===== config.mk =====
export PLATFORM = sky130hd
export DESIGN_NAME = led_bar_counter
export DESIGN_NICKNAME = d
export VERILOG_FILES = /design/src/rtl/led_counter_pkg.sv /design/src/rtl/button_debounce.sv /design/src/rtl/led_bar_counter.sv
export SDC_FILE = /design/constraint.sdc
export NUM_CORES = 1
export LEC_CHECK = 0
export BUFFER_PORTS_ARGS = -buffer_cell sky130_fd_sc_hd__buf_2
export CELL_PAD_IN_SITES_DETAIL_PLACEMENT = 0
export CELL_PAD_IN_SITES_GLOBAL_PLACEMENT = 1
export CORE_MARGIN = 4
export CORE_UTILIZATION = 30
export CTS_CLUSTER_SIZE = 14
export DETAILED_ROUTE_END_ITERATION = 8
export PLACE_DENSITY = 0.49
export SETUP_SLACK_MARGIN = 0.1
export SLEW_MARGIN = 30
export SYNTH_ARGS = -nofsm -noshare
export SYNTH_HDL_FRONTEND = slang
export SYNTH_HIERARCHICAL = 1
export SYNTH_SLANG_ARGS = --single-unit

===== constraint.sdc =====
create_clock -name clk -period 3.3 [get_ports clk]
set_clock_uncertainty 0.05 [all_clocks]
set_input_delay 0.99 -clock clk [delete_from_list [all_inputs] [get_ports clk]]
set_output_delay 0.99 -clock clk [all_outputs]
set_load 0.05 [all_outputs]

===== src/rtl/led_counter_pkg.sv =====
// -----------------------------------------------------------------------------
// led_counter_pkg
// Shared definitions for the LED bar counter:
//   - display mode encodings (bar / binary)
//   - repeat FSM state encodings for the button auto-repeat logic
//   - clog2 / timer_width helpers used to size debounce and repeat timers
// No ports; imported by led_bar_counter and button_debounce.
// -----------------------------------------------------------------------------
package led_counter_pkg;

  // Display mode, as driven on the mode input
  localparam logic MODE_BAR = 1'b0;
  localparam logic MODE_BIN = 1'b1;

  // Auto-repeat FSM states
  typedef enum logic [1:0] {
    RPT_IDLE   = 2'd0,
    RPT_DELAY  = 2'd1,
    RPT_REPEAT = 2'd2
  } rpt_state_e;

  // Ceiling log2; clog2(1) = 0, clog2(4) = 2, clog2(5) = 3
  function automatic int clog2(input int n);
    longint unsigned v;
    int              r;
    v = 1;
    r = 0;
    while (v < longint'(n)) begin
      v = v << 1;
      r = r + 1;
    end
    return r;
  endfunction

  // Width of a counter that runs 0 .. n-1; never narrower than one bit
  function automatic int timer_width(input int n);
    return (clog2(n) < 1) ? 1 : clog2(n);
  endfunction

endpackage


===== src/rtl/button_debounce.sv =====
// -----------------------------------------------------------------------------
// button_debounce
// Conditions one raw push-button into single-cycle event pulses:
//   2-flop synchroniser -> polarity normalise (pressed = 1) -> debounce
//   -> rising-edge detect -> optional hold-to-auto-repeat FSM.
//
// Ports:
//   clk       in   system clock
//   reset     in   asynchronous, active-high reset
//   i_button  in   raw, asynchronous button pin
//   o_event   out  registered 1-cycle event pulse (press and, when
//                  REPEAT_EN != 0, auto-repeat events while held)
//
// Timing: the accepted level rises at edge E0, o_event is high for the
// cycle following edge E1. Repeat events follow REPEAT_DELAY cycles after
// the press event and then every REPEAT_PERIOD cycles.
// -----------------------------------------------------------------------------
module button_debounce
  import led_counter_pkg::*;
#(
  parameter int BUTTON_ACTIVE_LOW = 1,
  parameter int DEBOUNCE_CYCLES   = 500000,
  parameter int REPEAT_DELAY      = 25000000,
  parameter int REPEAT_PERIOD     = 5000000,
  parameter int REPEAT_EN         = 1
) (
  input  logic clk,
  input  logic reset,
  input  logic i_button,
  output logic o_event
);

  localparam int DB_W = timer_width(DEBOUNCE_CYCLES);
  localparam int RT_W = timer_width((REPEAT_DELAY > REPEAT_PERIOD) ?
                                    REPEAT_DELAY : REPEAT_PERIOD);

  localparam logic [DB_W-1:0] DB_LAST     = DB_W'(DEBOUNCE_CYCLES - 1);
  localparam logic [RT_W-1:0] DELAY_LAST  = RT_W'(REPEAT_DELAY - 1);
  localparam logic [RT_W-1:0] PERIOD_LAST = RT_W'(REPEAT_PERIOD - 1);

  // Raw pin level while the button is released
  localparam logic RELEASED_RAW = (BUTTON_ACTIVE_LOW != 0) ? 1'b1 : 1'b0;

  logic [1:0]      r_sync;
  logic            w_sample;
  logic            r_level;
  logic            r_level_d;
  logic [DB_W-1:0] r_db_cnt;
  logic            w_rise;
  rpt_state_e      r_state;
  logic [RT_W-1:0] r_timer;
  logic            r_event;

  // --- synchroniser stage -----------------------------------------------
  // Reset to the released pin level so that a button held through reset
  // is seen as a fresh press afterwards.
  always_ff @(posedge clk or posedge reset) begin
    if (reset) begin
      r_sync <= {RELEASED_RAW, RELEASED_RAW};
    end else begin
      r_sync <= {r_sync[0], i_button};
    end
  end

  // XOR with the released level turns "pressed" into 1 for either polarity
  assign w_sample = r_sync[1] ^ RELEASED_RAW;

  // --- debounce stage ---------------------------------------------------
  // The accepted level moves only after DEBOUNCE_CYCLES consecutive samples
  // that disagree with it; a single agreeing sample restarts the count.
  always_ff @(posedge clk or posedge reset) begin
    if (reset) begin
      r_level  <= 1'b0;
      r_db_cnt <= '0;
    end else if (w_sample == r_level) begin
      r_db_cnt <= '0;
    end else if (r_db_cnt == DB_LAST) begin
      r_level  <= w_sample;
      r_db_cnt <= '0;
    end else begin
      r_db_cnt <= r_db_cnt + 1'b1;
    end
  end

  // --- edge detect stage ------------------------------------------------
  always_ff @(posedge clk or posedge reset) begin
    if (reset) begin
      r_level_d <= 1'b0;
    end else begin
      r_level_d <= r_level;
    end
  end

  assign w_rise = r_level & ~r_level_d;

  // --- repeat FSM stage -------------------------------------------------
  // The press event is emitted on the IDLE->DELAY transition. Without
  // REPEAT_EN the FSM never leaves IDLE, so only press events appear.
  // A released level is checked before the timers so no event can follow
  // an accepted release.
  always_ff @(posedge clk or posedge reset) begin
    if (reset) begin
      r_state <= RPT_IDLE;
      r_timer <= '0;
      r_event <= 1'b0;
    end else begin
      r_event <= 1'b0;
      case (r_state)
        RPT_IDLE: begin
          if (w_rise) begin
            r_event <= 1'b1;
            r_timer <= '0;
            if (REPEAT_EN != 0) begin
              r_state <= RPT_DELAY;
            end
          end
        end
        RPT_DELAY: begin
          if (!r_level) begin
            r_state <= RPT_IDLE;
            r_timer <= '0;
          end else if (r_timer == DELAY_LAST) begin
            r_event <= 1'b1;
            r_timer <= '0;
            r_state <= RPT_REPEAT;
          end else begin
            r_timer <= r_timer + 1'b1;
          end
        end
        RPT_REPEAT: begin
          if (!r_level) begin
            r_state <= RPT_IDLE;
            r_timer <= '0;
          end else if (r_timer == PERIOD_LAST) begin
            r_event <= 1'b1;
            r_timer <= '0;
          end else begin
            r_timer <= r_timer + 1'b1;
          end
        end
        default: begin
          r_state <= RPT_IDLE;
          r_timer <= '0;
        end
      endcase
    end
  end

  assign o_event = r_event;

endmodule


===== src/rtl/led_bar_counter.sv =====
// -----------------------------------------------------------------------------
// led_bar_counter
// Up/down counter driven by three push-buttons with its value shown on LEDs.
// Supports saturate or wrap at the limits, hold-to-auto-repeat on inc/dec,
// and a runtime bar / binary display mode.
//
// Ports:
//   clk         in   system clock
//   reset       in   asynchronous, active-high reset
//   inc_button  in   raw increment button (auto-repeats while held)
//   dec_button  in   raw decrement button (auto-repeats while held)
//   clr_button  in   raw clear button (no repeat)
//   mode        in   0 = bar display, 1 = binary display (quasi-static)
//   value       out  current count, registered
//   leds        out  LED drive, registered one cycle after value
//   at_max      out  value == MAX, registered alongside value
//   at_min      out  value == 0, registered alongside value
// -----------------------------------------------------------------------------
module led_bar_counter
  import led_counter_pkg::*;
#(
  parameter int CNT_WIDTH         = 3,
  parameter int NUM_LEDS          = 8,
  parameter int WRAP              = 0,
  parameter int BUTTON_ACTIVE_LOW = 1,
  parameter int DEBOUNCE_CYCLES   = 500000,
  parameter int REPEAT_DELAY      = 25000000,
  parameter int REPEAT_PERIOD     = 5000000
) (
  input  logic                 clk,
  input  logic                 reset,
  input  logic                 inc_button,
  input  logic                 dec_button,
  input  logic                 clr_button,
  input  logic                 mode,
  output logic [CNT_WIDTH-1:0] value,
  output logic [NUM_LEDS-1:0]  leds,
  output logic                 at_max,
  output logic                 at_min
);

  localparam logic [CNT_WIDTH-1:0] MAX_VAL = '1;
  localparam int BIN_W = (CNT_WIDTH < NUM_LEDS) ? CNT_WIDTH : NUM_LEDS;

  logic                 w_inc_evt;
  logic                 w_dec_evt;
  logic                 w_clr_evt;
  logic [CNT_WIDTH-1:0] w_next;
  logic [CNT_WIDTH-1:0] r_value;
  logic                 r_at_max;
  logic                 r_at_min;
  logic [NUM_LEDS-1:0]  r_leds;

  // Next count for one cycle's events. Clear dominates; simultaneous
  // inc and dec cancel; the limits either hold or wrap around.
  function automatic logic [CNT_WIDTH-1:0] next_value(
    input logic [CNT_WIDTH-1:0] cur,
    input logic                 inc,
    input logic                 dec,
    input logic                 clr
  );
    logic [CNT_WIDTH-1:0] nv;
    nv = cur;
    if (clr) begin
      nv = '0;
    end else if (inc && dec) begin
      nv = cur;
    end else if (inc) begin
      if (cur == MAX_VAL) begin
        nv = (WRAP != 0) ? '0 : MAX_VAL;
      end else begin
        nv = cur + 1'b1;
      end
    end else if (dec) begin
      if (cur == '0) begin
        nv = (WRAP != 0) ? MAX_VAL : '0;
      end else begin
        nv = cur - 1'b1;
      end
    end
    return nv;
  endfunction

  // Thermometer code: the lowest `v` LEDs lit; saturates at all-on
  function automatic logic [NUM_LEDS-1:0] bar_pattern(
    input logic [CNT_WIDTH-1:0] v
  );
    logic [NUM_LEDS-1:0] p;
    for (int i = 0; i < NUM_LEDS; i++) begin
      p[i] = (i < int'(v));
    end
    return p;
  endfunction

  // Binary code on the low LEDs; LEDs beyond the counter width stay dark
  function automatic logic [NUM_LEDS-1:0] bin_pattern(
    input logic [CNT_WIDTH-1:0] v
  );
    logic [NUM_LEDS-1:0] p;
    p            = '0;
    p[BIN_W-1:0] = v[BIN_W-1:0];
    return p;
  endfunction

  // --- button conditioning stage ----------------------------------------
  button_debounce #(
    .BUTTON_ACTIVE_LOW (BUTTON_ACTIVE_LOW),
    .DEBOUNCE_CYCLES   (DEBOUNCE_CYCLES),
    .REPEAT_DELAY      (REPEAT_DELAY),
    .REPEAT_PERIOD     (REPEAT_PERIOD),
    .REPEAT_EN         (1)
  ) u_inc (
    .clk      (clk),
    .reset    (reset),
    .i_button (inc_button),
    .o_event  (w_inc_evt)
  );

  button_debounce #(
    .BUTTON_ACTIVE_LOW (BUTTON_ACTIVE_LOW),
    .DEBOUNCE_CYCLES   (DEBOUNCE_CYCLES),
    .REPEAT_DELAY      (REPEAT_DELAY),
    .REPEAT_PERIOD     (REPEAT_PERIOD),
    .REPEAT_EN         (1)
  ) u_dec (
    .clk      (clk),
    .reset    (reset),
    .i_button (dec_button),
    .o_event  (w_dec_evt)
  );

  button_debounce #(
    .BUTTON_ACTIVE_LOW (BUTTON_ACTIVE_LOW),
    .DEBOUNCE_CYCLES   (DEBOUNCE_CYCLES),
    .REPEAT_DELAY      (REPEAT_DELAY),
    .REPEAT_PERIOD     (REPEAT_PERIOD),
    .REPEAT_EN         (0)
  ) u_clr (
    .clk      (clk),
    .reset    (reset),
    .i_button (clr_button),
    .o_event  (w_clr_evt)
  );

  // --- counter stage ----------------------------------------------------
  assign w_next = next_value(r_value, w_inc_evt, w_dec_evt, w_clr_evt);

  // Flags are derived from the next value so they change with value
  always_ff @(posedge clk or posedge reset) begin
    if (reset) begin
      r_value  <= '0;
      r_at_max <= 1'b0;
      r_at_min <= 1'b1;
    end else begin
      r_value  <= w_next;
      r_at_max <= (w_next == MAX_VAL);
      r_at_min <= (w_next == '0);
    end
  end

  // --- display stage ----------------------------------------------------
  always_ff @(posedge clk or posedge reset) begin
    if (reset) begin
      r_leds <= '0;
    end else if (mode == MODE_BIN) begin
      r_leds <= bin_pattern(r_value);
    end else begin
      r_leds <= bar_pattern(r_value);
    end
  end

  assign value  = r_value;
  assign leds   = r_leds;
  assign at_max = r_at_max;
  assign at_min = r_at_min;

endmodule


==> results of run 1 <==
sequential cells by signal (all words and copies together), names as in the netlist, 2 cells and up:
signal,flops
u_dec/r_db_cnt,19
u_inc/r_state,2
u_inc/r_sync,2
u_clr/r_db_cnt,19
u_dec/r_state,2
value,3
u_clr/r_sync,2
leds,7
u_dec/r_sync,2
u_dec/r_timer,25
u_inc/r_db_cnt,19
u_inc/r_timer,25
critical path: stages, from the launching register on:
cell	delay [ns]
dfrtp_1	0.44
or4b_4	0.57
nor4_4	0.30
nand4_2	0.20
a41oi_4	0.39
nor2_1	0.17
mux2_2	0.28
cell usage in the layout, fill, tap and decap left out, types with 3 or more instances in the layout:
| cell type | netlist | final |
|---|---|---|
| and4_1 | 10 | 10 |
| inv_2 | 1 | 4 |
| nor3b_1 | 3 | 3 |
| nand3b_1 | 6 | 6 |
| clkbuf_16 | 0 | 17 |
| buf_2 | 3 | 17 |
| dfrtp_1 | 131 | 131 |
| dfstp_2 | 7 | 7 |
| o21ai_0 | 21 | 21 |
| buf_4 | 1 | 6 |
| inv_1 | 28 | 25 |
| a22o_1 | 8 | 8 |
| xor2_1 | 51 | 51 |
| xnor2_1 | 36 | 36 |
| mux2_2 | 4 | 4 |
| nand2b_1 | 4 | 4 |
| nor2_1 | 127 | 127 |
| nor4_1 | 7 | 7 |
| and2_1 | 7 | 7 |
| or2_2 | 3 | 3 |
| nor2b_1 | 9 | 9 |
| bufinv_16 | 0 | 5 |
| nand4_1 | 23 | 23 |
| ha_1 | 18 | 18 |
| nand2_1 | 43 | 43 |
| a21oi_1 | 12 | 12 |
| or4_1 | 4 | 4 |
| a31oi_1 | 3 | 3 |
| nor4bb_1 | 4 | 4 |
| nor3_1 | 15 | 15 |
| mux2i_1 | 6 | 6 |
| clkinv_2 | 0 | 5 |
| and3_1 | 8 | 8 |
| nand3_1 | 49 | 49 |
stage by stage:
step | power [mW] | hold WS (ns) | std cells | cell area, sq um | utilization
global placement | 1.83 | 0.298 | 1023 | 7440 | 0.324
CTS | 3.94 | 0.307 | 1055 | 8070 | 0.352
floorplan | 1.80 | 0.295 | 703 | 7060 | -
finish | 3.87 | 0.305 | 1055 | 8070 | 0.352
detailed placement | 1.83 | 0.300 | 1023 | 7440 | 0.324
global route | 4.03 | 0.316 | 1055 | 8070 | 0.352
power by group through the flow:
stage	clock, mW	sequential [mW]	combinational, mW
after floorplan	0	1.75	0.0572
after global placement	0	1.75	0.0769
after detailed placement	0	1.75	0.0797
after CTS	2.15	1.72	0.0796
after global routing	2.22	1.72	0.0905
final	2.08	1.72	0.0749
kinds of logic (layout without fill, tap and decap cells):
logic type / count (synthesis) / count (layout)
fa+ha+maj: 18 / 18
flops: 138 / 138
simple gates: 341 / 341
mux: 10 / 10
other cells: 1 / 1
buf+inv: 45 / 84
compound gates: 63 / 63
xor+xnor: 87 / 87
routing by layer:
| layer | up-vias | share of wire | GRT usage | wire length [microns] |
|---|---|---|---|---|
| met1 | 2490 | 0.50 | 0.166 | 7590 |
| met4 | 2 | 0.012 | 0.0403 | 190 |
| met3 | 16 | 0.042 | 0.0388 | 644 |
| met5 | - | 0.00046 | 0 | 7 |
| li1 | 2470 | - | - | - |
| met2 | 74 | 0.45 | 0.186 | 6840 |
how the worst max path moves through the flow:
stage                       from                 to  cells after the start  slack [ns]
2_1_floorplan  u_dec/r_timer[10]  u_dec/r_timer[10]                      8        0.99
3_3_place_gp   u_dec/r_timer[10]   u_dec/r_timer[0]                      6        0.87
3_5_place_dp   u_inc/r_timer[10]  u_inc/r_timer[22]                      6        0.80
4_1_cts        u_inc/r_timer[10]  u_inc/r_timer[22]                      6        0.79
5_1_grt        u_inc/r_timer[10]   u_inc/r_timer[0]                      6        0.64
6_report       u_inc/r_timer[10]   u_inc/r_timer[0]                      6        0.78
layout make-up:
type,instances,area [sq um]
well taps,313,392
clock inverters,13,200
multi-input cells,520,3340
flip-flops and latches,138,3460
inverters,29,109
repair buffers,23,130
clock buffers,19,433
fillers,2330,14800
==> results.tsv, run 1 <==
metric	value	unit
GRT Residual Overflow	0	
Seq pwr share	0.444	
Worst Hold Path EP	u_clr/r_sync[1]	
RSZ-0062 raised after global routing	false	
Reg2Reg Launch Point	u_inc/r_timer[10]	
H-tree Lvls	4	
Setup WS pre-CTS	0.797	ns
vias post-DR	5052	
compound-gate portion of the synthesized area	0.0672	
CP Class	register to register	
post-synthesis sequential area ratio	0.491	
Setup TNS Final	0	ns
post_cts resized	0	
GR Util All Layers	0.123	
Post-Syn Instances	703	
Logic pwr share	0.019	
final setup fails	0	
DRC	0	
largest area contributor in the netlist	dfrtp_1	
synth top area cells	dfrtp_1 (46%), nor2_1 (6.8%), xor2_1 (6.3%), xnor2_1 (4.5%), nand3_1 (3.5%)	
vias in the first global route	5059	
TritonRoute pass-1 iters	7	
proportion of layout cells with a drive suffix above 1	0.120	
Synth top cells by count	dfrtp_1 (131), nor2_1 (127), xor2_1 (51), nand3_1 (49), nand2_1 (43)	
area share of the largest cell type after synthesis	0.465	
Post-synth EDFFs	0	
worst-case clock buffer depth	2	
switching part of the total power	0.210	
first-pass GRT wire length	26000	microns
post-CTS setup buffer count	0	
Async S/R FF share, synth	1.00	
Final Hold Fails	0	
critical path startpoint category	register	
most common cell in the netlist	dfrtp_1	
Reg clk slew, reported paths	0.06	ns
final slew viol count	0	
nets@finish	753	
drt wl/cell	14.5	microns
switching pwr	815	uW
Leak	3.53	nW
worst-margin pin slew	0.677	ns
Critical Path RT	3.55	ns
Clk Latency, worst-skew pair	0.43	ns
Die ar.	26000	sq um
largest net degree at the start of global routing	52	
Core ar.	22900	sq um
Unique masters post-synth	63	
Boundary Pins	19	
Detail Placement HPWL	10500	microns
initial antenna violation count	1	
Hold Crit Depth	0	
Post-DRT Antenna Nets	0	
Synth warnings	6	
Antenna diodes	0	
Starting Density	0.308	
ys flop type	dfrtp_1	
Die X	161	microns
syn_nets	727	
crit path max fanout	8	
max-cap violation count	0	
IO Port Bufs	17	
final setup margin	0.780	ns
chip height	161	microns
area delta synth->final	14.4	%
# hold bufs at CTS	0	
fmax	397	MHz
period utilisation layout	0.764	
Synth Area in Simple Gates	0.251	
PD cells	480	nW/um^2
Mean Syn Cell Area	10.0	sq um
mux contribution to synthesized area	0.0149	
Vias/cell	4.79	
Routed WL	15300	microns
largest family of logic cells by synthesized area	simple AND/OR/NAND/NOR gates	
Tmin final	2.52	ns
initial DRC count	225	
Final Wtd Congestion	0.762	
cell area after synthesis	7060	sq um
worst path arrival time	2.77	ns
internal cell power	3.06	mW
#FFs+latches synth	138	
Slew headroom	0.548	
post-synthesis adder-cell area fraction	0.0319	
Root Driver	clkbuf_16	
num rows	55	
cts bufs inserted	17	
Hold WC Path Type	register to register	
Reg2Reg Depth	6	
clock share of power	0.537	
Reg-to-Reg End	u_inc/r_timer[0]	
Max IR drop VDD	0.254	mV
Hold Startpoint	u_clr/r_sync[0]	
XOR/XNOR Fraction of Synth Area	0.108	
TritonCTS Sinks	138	
CTS tree	built	
flop2flop setup slack	0.78	ns
Crit. End Element	register	
status	finished clean	
No activity file was read; power rests on OpenSTA's default activity.
==> inputs of run 2 (changes only) <==
--- a/config.mk
+++ b/config.mk
@@ -12,7 +12,7 @@
 export CORE_UTILIZATION = 30
 export CTS_CLUSTER_SIZE = 14
 export DETAILED_ROUTE_END_ITERATION = 8
-export PLACE_DENSITY = 0.49
+export PLACE_DENSITY = 0.51
 export SETUP_SLACK_MARGIN = 0.1
 export SLEW_MARGIN = 30
 export SYNTH_ARGS = -nofsm -noshare
==> constraint.sdc (replaced) <==
create_clock -name clk -period 2.15 [get_ports clk]
set_clock_uncertainty 0.05 [all_clocks]
set_input_delay 0.645 -clock clk [delete_from_list [all_inputs] [get_ports clk]]
set_output_delay 0.645 -clock clk [all_outputs]
set_load 0.05 [all_outputs]
==> run 2 against run 1 <==
- the run now ends with negative setup slack left
- setup slack worse by 0.88 ns
- count of clock-buffer cells in the layout is 2 lower
- maximum frequency is 12% higher
- via count is 5.2% higher
- register-to-register slack worse by 0.88 ns
- critical path depth is 1 higher
- final cell count is 7.0% higher
==> results.tsv, run 2 (same netlist as run 1, synthesis figures left out) <==
metric	value	unit	change
Layout Cells excl Fill	1129		+7.0%
chip height	161	microns	unchanged
RSZ-0062 raised after global routing	true		
Routed WL	16400	microns	+7.3%
fmax	444	MHz	+12%
crit-path cells	or4b_4 -> nor4_4 -> nand4_2 -> a41oi_4 -> buf_6 -> nor2_4 -> mux2_4		
Vias/cell	4.71		-1.7%
worst-case clock buffer depth	2		unchanged
cts bufs inserted	17		unchanged
Setup WS pre-CTS	-0.0831	ns	-0.880 ns
final slew viol count	0		unchanged
CP Class	register to register		
worst path arrival time	2.51	ns	-0.26 ns
most frequent cells in the layout	dfrtp_1 (131), nor2_1 (98), buf_4 (61)		
CTS tree	built		
DRC	0		unchanged
first-pass GRT wire length	27300	microns	+5.1%
Leak	3.89	nW	+10%
delay-heaviest family, CP	simple AND/OR/NAND/NOR gates		
Slew headroom	0.632		+0.0833
Detail Placement HPWL	11000	microns	+5.3%
Reg2Reg Depth	7		+1
PD cells	662	nW/um^2	+38%
slowest stage delay, CP	0.55	ns	-0.02 ns
Clk Latency, worst-skew pair	0.42	ns	about the same
Cells after DPL	1078		+5.4%
worst-margin pin slew	0.551	ns	-0.126 ns
GR Util All Layers	0.130		+0.00716
Antenna diodes	0		unchanged
Critical Path RT	2.41	ns	-1.14 ns
largest net degree at the start of global routing	25		-52%
Finished Core Util	0.393		+0.0413
period utilisation layout	1.05		+0.283
largest registers	u_dec/r_timer: 25 flops, u_inc/r_timer: 25 flops		
commonest non-fill, non-tap cell in the layout	dfrtp_1		
Reg clk slew, reported paths	0.07	ns	about the same
Post-DRT Antenna Nets	0		unchanged
H-tree Lvls	4		unchanged
Starting Density	0.308		unchanged
vias post-DR	5315		+5.2%
TritonCTS Sinks	138		unchanged
num rows	55		unchanged
critical path startpoint category	register		
final setup fails	37		+37
Tmin final	2.25	ns	-0.269 ns
crit path max fanout	5		-3
max-cap violation count	0		unchanged
Crit. End Element	register		
Hold WC Path Type	input port to asynchronous set/reset pin		
Boundary Pins	19		unchanged
Reg-to-Reg End	u_dec/r_timer[0]		
status	finished with violations		
Slowest-stage cell, CP	or4b_4		
violated checks	negative setup slack		
flop2flop setup slack	-0.10	ns	-0.88 ns
area delta synth->final	27.8	%	
nets@finish	827		+9.8%
Core ar.	22900	sq um	unchanged
Final Wtd Congestion	0.801		+5.1%
Die X	161	microns	unchanged
Reg2Reg Launch Point	u_dec/r_timer[23]		
drt wl/cell	14.5	microns	+0.28%
initial antenna violation count	0		-1
CP Buf/Inv Count	1		+1
initial DRC count	180		-20%
final setup margin	-0.100	ns	-0.881 ns
GRT Residual Overflow	0		unchanged
TritonRoute pass-1 iters	5		-2
# hold bufs at CTS	0		unchanged
IO Port Bufs	17		unchanged
proportion of layout cells with a drive suffix above 1	0.277		+0.157
Root Driver	clkbuf_16		
Die ar.	26000	sq um	unchanged
Max IR drop VDD	0.380	mV	+49%
Final Hold Fails	0		unchanged
vias in the first global route	5499		+8.7%
run 2: changes by cell type in the layout (fill, tap and decap cells not counted), moves of 3 or more:
cell	change
o21ai_0	-14
nor2_2	+25
nor2_1	-29
buf_12	+4
clkinv_2	-5
nand3_2	+3
and2_4	+6
o21ai_2	+11
inv_6	+5
nor2_4	+4
nand3_1	-3
buf_6	+8
buf_4	+55
run 2: layout make-up:
type	instances	area, sq um
clock buffer	17	425
fill	2263	13900
tap	313	392
sequential	138	3460
timing repair buffer	91	738
inverter	29	109
clock inverter	15	214
multi-input combinational	526	3680
run 2: how the worst max path moves through the flow:
stage	startpoint	endpoint	slack [ns]	cells after the start
2_1_floorplan	u_dec/r_timer[23]	u_dec/r_timer[14]	-0.01	8
3_3_place_gp	u_dec/r_timer[12]	u_dec/r_timer[0]	-0.04	6
3_5_place_dp	u_dec/r_timer[12]	u_dec/r_timer[0]	-0.08	6
4_1_cts	u_inc/r_timer[17]	u_inc/r_timer[0]	-0.09	7
5_1_grt	u_dec/r_timer[23]	u_dec/r_timer[0]	-0.18	7
6_report	u_dec/r_timer[23]	u_dec/r_timer[0]	-0.10	7
run 2: worst reg2reg max path, delay by kind of cell, from the launching register on:
kind                   cells  cell delay (ns)
DFF                        1             0.38
buffers and inverters      1             0.17
and+or+nand+nor            4             1.03
muxes                      1             0.27
AOI/OAI and AO/OA          1             0.24
run 2: what timing repair did:
| item | CTS | global route |
|---|---|---|
| buffers inserted | 9 | 5 |
| endpoints found under the setup margin | 68 | 92 |
| gates resized for setup | 34 | 64 |
| cloned | 4 | 3 |
| pin swaps | 11 | 30 |
run 2: stage by stage:
| step | instance area (sq um) | setup TNS, ns | power, mW | hold WS, ns |
|---|---|---|---|---|
| after floorplan | 7080 | -0.189 | 2.77 | 0.295 |
| after global placement | 7910 | -0.544 | 2.82 | 0.296 |
| after detailed placement | 7910 | -2.64 | 2.82 | 0.297 |
| after CTS | 8750 | -1.49 | 6.07 | 0.211 |
| after global routing | 9020 | -4.98 | 6.21 | 0.225 |
| final | 9020 | -1.42 | 5.97 | 0.206 |
run 2: routing by layer:
layer / GRT usage / share of wire / up-vias
met5: 0 / 0 / -
met4: 0.0430 / 0.013 / 0
met3: 0.0352 / 0.035 / 13
met2: 0.209 / 0.47 / 46
met1: 0.170 / 0.48 / 2624
li1: - / - / 2632
run 2: power breakdown:
| group | leakage [nW] | internal (mW) | switching (mW) |
|---|---|---|---|
| logic | 1.69 | 0.0378 | 0.0934 |
| registers | 1.90 | 2.62 | 0.0175 |
| clock network | 0.305 | 1.97 | 1.23 |
